==> config.mk <==
export PLATFORM = sky130hd
export DESIGN_NAME = switch_event_sequencer
export DESIGN_NICKNAME = d
export VERILOG_FILES = /design/src/rtl/switch_event_sequencer.sv
export SDC_FILE = /design/constraint.sdc
export NUM_CORES = 1
export LEC_CHECK = 0
export ABC_CLOCK_PERIOD_IN_PS = 6200
export CORE_ASPECT_RATIO = 0.6
export CORE_MARGIN = 10
export CORE_UTILIZATION = 63
export CTS_CLUSTER_SIZE = 30
export DETAILED_ROUTE_END_ITERATION = 6
export DONT_BUFFER_PORTS = 1
export PLACE_DENSITY = 0.89
export SYNTH_ARGS = -nofsm -noshare
export SYNTH_HDL_FRONTEND = slang
export SYNTH_SLANG_ARGS = --single-unit
==> constraint.sdc <==
create_clock -name clk -period 6.2 [get_ports clk]
set_input_delay 0.62 -clock clk [delete_from_list [all_inputs] [get_ports clk]]
set_output_delay 0.62 -clock clk [all_outputs]
set_load 0.02 [all_outputs]
==> src/rtl/switch_event_sequencer.sv <==
// Switch event sequencer: holds an ordered list of toggle times and, once armed,
// toggles the switch control level as a run timer reaches each scheduled time.
// sw_ctrl drives the control node of the downstream Switch / Relais model.
module switch_event_sequencer #(
  parameter int DEPTH   = 8,     // schedulable toggle events, power of 2, >= 2
  parameter int TW      = 24,    // time stamp / timer width in clk ticks
  parameter bit INIT_ON = 1'b0   // sw_ctrl level after reset / abort / re-arm
) (
  input  logic                     clk,
  input  logic                     rst_n,
  input  logic                     wr_valid,
  output logic                     wr_ready,
  input  logic [TW-1:0]            wr_time,
  input  logic                     arm,
  input  logic                     abort,
  output logic                     sw_ctrl,
  output logic                     busy,
  output logic                     done,
  output logic                     order_err,
  output logic [$clog2(DEPTH):0]   pending
);

  localparam int AW = $clog2(DEPTH);

  localparam logic [1:0] S_IDLE = 2'd0;
  localparam logic [1:0] S_RUN  = 2'd1;
  localparam logic [1:0] S_DONE = 2'd2;

  localparam logic [AW:0]   CNT_FULL = (AW+1)'(DEPTH);
  localparam logic [AW:0]   CNT_ONE  = (AW+1)'(1);
  localparam logic [TW-1:0] TMR_MAX  = '1;

  logic [1:0]    state;
  logic [TW-1:0] mem [DEPTH];
  logic [AW-1:0] rd_ptr;
  logic [AW-1:0] wr_ptr;
  logic [AW:0]   count;
  logic [TW-1:0] timer;
  logic [TW-1:0] last_time;

  logic          full;
  logic          wr_hs;     // handshake completes (entry may still be rejected)
  logic          wr_ok;     // handshake and time strictly increasing -> entry stored
  logic          start;     // arm honoured this cycle
  logic          fire;      // head time reached: toggle and pop
  logic [TW-1:0] head;

  assign full      = (count == CNT_FULL);
  assign wr_ready  = (state == S_IDLE) && !full;
  assign head      = mem[rd_ptr];

  // abort outranks everything, so it masks every other action this cycle.
  // last_time resets to 0, which makes "> last_time" also enforce the >= 1 rule
  // for the first write after a flush.
  assign wr_hs     = wr_valid && wr_ready && !abort;
  assign wr_ok     = wr_hs && (wr_time > last_time);
  assign start     = arm && !abort && ((state == S_IDLE) || (state == S_DONE));
  assign fire      = (state == S_RUN) && (count != '0) && (timer == head) && !abort;

  assign busy      = (state == S_RUN);
  assign done      = (state == S_DONE);
  assign pending   = count;

  // Run state machine.
  always_ff @(posedge clk or negedge rst_n) begin
    if (!rst_n) begin
      state <= S_IDLE;
    end else if (abort) begin
      state <= S_IDLE;
    end else begin
      case (state)
        S_IDLE:  if (start) state <= S_RUN;
        S_RUN:   if ((count == '0) || (fire && (count == CNT_ONE))) state <= S_DONE;
        S_DONE:  if (start) state <= S_RUN;
        default: state <= S_IDLE;
      endcase
    end
  end

  // Run timer. The arm cycle is tick 0, so the first RUN cycle already sits at
  // tick 1; a head time T is then matched in the T-th cycle after arm and the
  // registered toggle shows up T+1 cycles after arm. Saturates instead of wrapping.
  always_ff @(posedge clk or negedge rst_n) begin
    if (!rst_n) begin
      timer <= '0;
    end else if (abort) begin
      timer <= '0;
    end else if (start) begin
      timer <= TW'(1);
    end else if ((state == S_RUN) && (timer != TMR_MAX)) begin
      timer <= timer + TW'(1);
    end
  end

  // Switch control level: restored on abort / arm, flipped on every fired event.
  always_ff @(posedge clk or negedge rst_n) begin
    if (!rst_n) begin
      sw_ctrl <= INIT_ON;
    end else if (abort || start) begin
      sw_ctrl <= INIT_ON;
    end else if (fire) begin
      sw_ctrl <= ~sw_ctrl;
    end
  end

  // FIFO pointers and occupancy. Pushes happen only in IDLE and pops only in
  // RUN, so the two never coincide.
  always_ff @(posedge clk or negedge rst_n) begin
    if (!rst_n) begin
      rd_ptr <= '0;
      wr_ptr <= '0;
      count  <= '0;
    end else if (abort) begin
      rd_ptr <= '0;
      wr_ptr <= '0;
      count  <= '0;
    end else if (wr_ok) begin
      wr_ptr <= wr_ptr + AW'(1);
      count  <= count + CNT_ONE;
    end else if (fire) begin
      rd_ptr <= rd_ptr + AW'(1);
      count  <= count - CNT_ONE;
    end
  end

  // FIFO storage; contents are only meaningful below count, so no reset.
  always_ff @(posedge clk) begin
    if (wr_ok) mem[wr_ptr] <= wr_time;
  end

  // Ordering tracker and sticky order error. A rejected entry still completes
  // its handshake so the writer never stalls on bad data.
  always_ff @(posedge clk or negedge rst_n) begin
    if (!rst_n) begin
      last_time <= '0;
      order_err <= 1'b0;
    end else if (abort) begin
      last_time <= '0;
      order_err <= 1'b0;
    end else if (wr_ok) begin
      last_time <= wr_time;
    end else if (wr_hs) begin
      order_err <= 1'b1;
    end
  end

endmodule

==> out/metrics.yaml <==
logic_synthesis:
  synth_top_family_by_area: "multiplexers"
  synth_compound_area_share_pct: 5.16
  yosys_warnings: 0
  seq_area_frac_synth_pct: 65.4
  synth_edf_count: 192
  yosysUniqueCellTypes: 52
  avgSynthCellArea_um2: 14.6
  synth_ff_type: "edfxtp_1"
  synth_xor_area_share_pct: 2.90
  async_flop_share_pct: 24.4
  synth.net_count: 826
  yosys_register_bits: 254
  muxShareOfSynthArea_pct: 12.6
  syn-instance-count: 767
  synth_simple_gate_area_share_pct: 8.02
  syn_area_um2: 11200
  synthAdderAreaFrac_pct: 3.35
finish:
  num-fill-cells: 1064
  final_cell_mix: "edfxtp_1 (192), mux2i_1 (71), nor2_1 (61), dfrtp_1 (61), inv_1 (34)"
  register_area_um2: 7320
  layout_commonest_cell: "edfxtp_1"
  utilization_pct: 70.9
  antenna_cells: 0
  multi_input_area_um2: 3630
  finish.instance_area_um2: 12200
  drive_gt1_share_pct: 13.1
  nets: 835
  area_growth_pct: 9.41
sta:
  rsz0062_at_grt: "false"
  setup_violations: 0
  fin_hold_ws_ns: 0.181
  fin_crit_ns: 3.99
  skew_ns: 0.0101
  drv_slew: 0
  period_share_pct: 64.3
  finalHoldViolations: 0
  tightestPinTransition_ns: 0.892
  fmax_ghz: 0.251
  totalNegativeSetupSlack_ns: 0
  slew_headroom_pct: 40.5
grt:
  grt_pass1_vias: 6730
  grt_pass1_wl_um: 39100
  antenna_found_initial: 0
  grt_max_degree: 63
  grt_usage_pct: 21.6
  gr-total-overflow: 0
power_and_ir_drop:
  powerDensity_nw_per_um2: 282
  irDropWorstVdd_mv: 0.195
  power_switching_uw: 705
  combPwrFrac_pct: 4.7
  internal_power_uw: 2740
  sw_frac_of_total_pct: 20.4
  seqPwrFrac_pct: 54.5
  leakagePower_uw: 0.00434
  p_clk_share_pct: 40.8
setup_path:
  critPathLaunch: "rd_ptr[1]"
  cp_max_fo: 51
  r2r-end: "pending[2]"
  r2r_start: "rd_ptr[1]"
  arrival_ns: 4.37
  critPathLaunchType: "flop"
  max_stage_delay_ns: 0.97
  worstSetupEndpointType: "flop"
  critical_path.cell_chain: "buf_4, mux4_2, mux2i_1, xor2_1, nand3_1, nor4_2, and4_1, a22oi_4, mux2_4"
  ff2ff_path_depth: 9
  cp_data_required_time_ns: 6.59
  rrSetupSlack_ns: 2.21
  crit_slowest_cell: "dfrtp_4"
  critPathKind: "flop to flop"
floorplan:
  start_util_pct: 64.8
  dieArea_um2: 23700
  die_height_um: 123
  core-area_um2: 17300
  pin_count: 38
  row_count: 37
  fp.dieW_um: 192
cts:
  clk_path_buf_depth: 3
  postCtsSetupBuffers: 0
  cts_max_level: 1
  cts_inserted_buffers: 23
  cts_resized: 0
  path_clk_slew_ns: 0.07
  tritoncts: "yes"
  cts.sinks: 254
  root_buffer: "clkbuf_16"
  clkLatencyLatePin_ns: 0.50
drt:
  routedWlPerCell_um: 24.7
  wl_um: 25300
  num_vias: 6631
  drt_iter0_markers: 852
  drc: 0
  postRouteAntennaNets: 0
  routed_via_density: 6.47
  detail_route.first_pass.iterations: 5
run_status:
  outcome: "finished clean"
placed_design:
  place.gp.congestion: 0.934
  hpwlAfterDp_um: 16200
  numPortBuffers: 0
  dpl-instance-area_um2: 11500
min_path:
  min_to: "rd_ptr[1]"
  hold_class: "input port to flop"
  hp-start: "abort"
  hold_path_depth: 1
job:
  drv.max_cap_violation_count: 0
through the flow:
stage | worst slack [ns] | std cells | total power, uW
2_1_floorplan | 0.721 | 767 | 2030
4_1_cts | 2.21 | 1025 | 3460
6_report | 2.21 | 1025 | 3450
3_3_place_gp | 2.37 | 983 | 2050
3_5_place_dp | 2.27 | 983 | 2060
5_1_grt | 2.04 | 1025 | 3550
per-layer routing:
metal | routed length (um) | global-route usage [%] | vias to the layer above
met5 | 0 | 0 | -
met2 | 11600 | 33.4 | 371
met1 | 10100 | 30.1 | 3301
li1 | - | - | 2915
met3 | 3190 | 6.72 | 44
met4 | 342 | 4.05 | 0
power groups by stage:
stage	Sequential (uW)	Clock, uW	Combinational (uW)
3_3_place_gp	1910	0	138
2_1_floorplan	1910	0	115
3_5_place_dp	1920	0	148
4_1_cts	1880	1420	162
6_report	1880	1410	162
5_1_grt	1880	1480	180
worst max path at each step:
stage | cells past startpoint | to
global route | 9 | pending[2]
CTS | 9 | pending[2]
global placement | 9 | pending[2]
floorplan | 8 | mem[5][0]
detailed placement | 9 | pending[2]
finish | 9 | pending[2]
worst max-delay path, delay by kind of cell, from the launching register on:
| family | cells | cell delay (ns) |
|---|---|---|
| mux | 3 | 1.10 |
| simple gates | 3 | 1.01 |
| flops | 1 | 0.97 |
| xor+xnor | 1 | 0.20 |
| buf+inv | 1 | 0.49 |
| compound gates | 1 | 0.08 |
Yosys cell counts (4+ instances only):
cell type / count / area [um2]
edfxtp_1: 192 / 5770
mux2i_1: 71 / 711
nor2_1: 63 / 236
dfrtp_1: 62 / 1550
inv_1: 34 / 128
ha_1: 30 / 375
nand2_1: 24 / 90.1
xor2_1: 24 / 210
a21oi_1: 22 / 110
mux2_2: 22 / 248
clkbuf_1: 17 / 63.8
mux4_2: 17 / 383
nand3_1: 17 / 85.1
o22ai_1: 17 / 106
nor3_1: 13 / 65.1
o21ai_0: 13 / 65.1
xnor2_1: 13 / 114
a22oi_1: 12 / 90.1
nand4_1: 12 / 75.1
or3_1: 9 / 56.3
nand2b_1: 8 / 50.1
and3_1: 7 / 43.8
a21o_1: 6 / 45.0
and4_1: 5 / 43.8
buf_2: 5 / 25.0
buf_4: 5 / 37.5
nor2b_1: 5 / 31.3
nor4_1: 4 / 25.0
final cells by class:
class                   instances  area share, %
flip-flops and latches        254           59.8
well taps                     234           2.39
clock inverters                12           1.12
clock buffers                  28           4.94
multi-input cells             448           29.6
repair buffers                 15           1.10
inverters                      34           1.04
sequential cells by signal, summed over array words and instances (netlist names):
register / count
timer: 24
order_err: 1
wr_ptr: 3
sw_ctrl: 1
pending: 4
state: 2
mem: 192
rd_ptr: 3
last_time: 24
cells by family after synthesis:
| kind of cell | after synthesis |
|---|---|
| AOI/OAI and AO/OA | 89 |
| buffers and inverters | 65 |
| xor gates and xnor gates | 37 |
| muxes | 113 |
| DFF | 254 |
| adders and majority gates | 30 |
| and+or+nand+nor | 179 |
timing repair:
action,in CTS,in global routing
endpoints found under the hold margin,62,0
endpoints found under the setup margin,0,0
hold buffers,2,0
(Power assumes the default switching activity.)
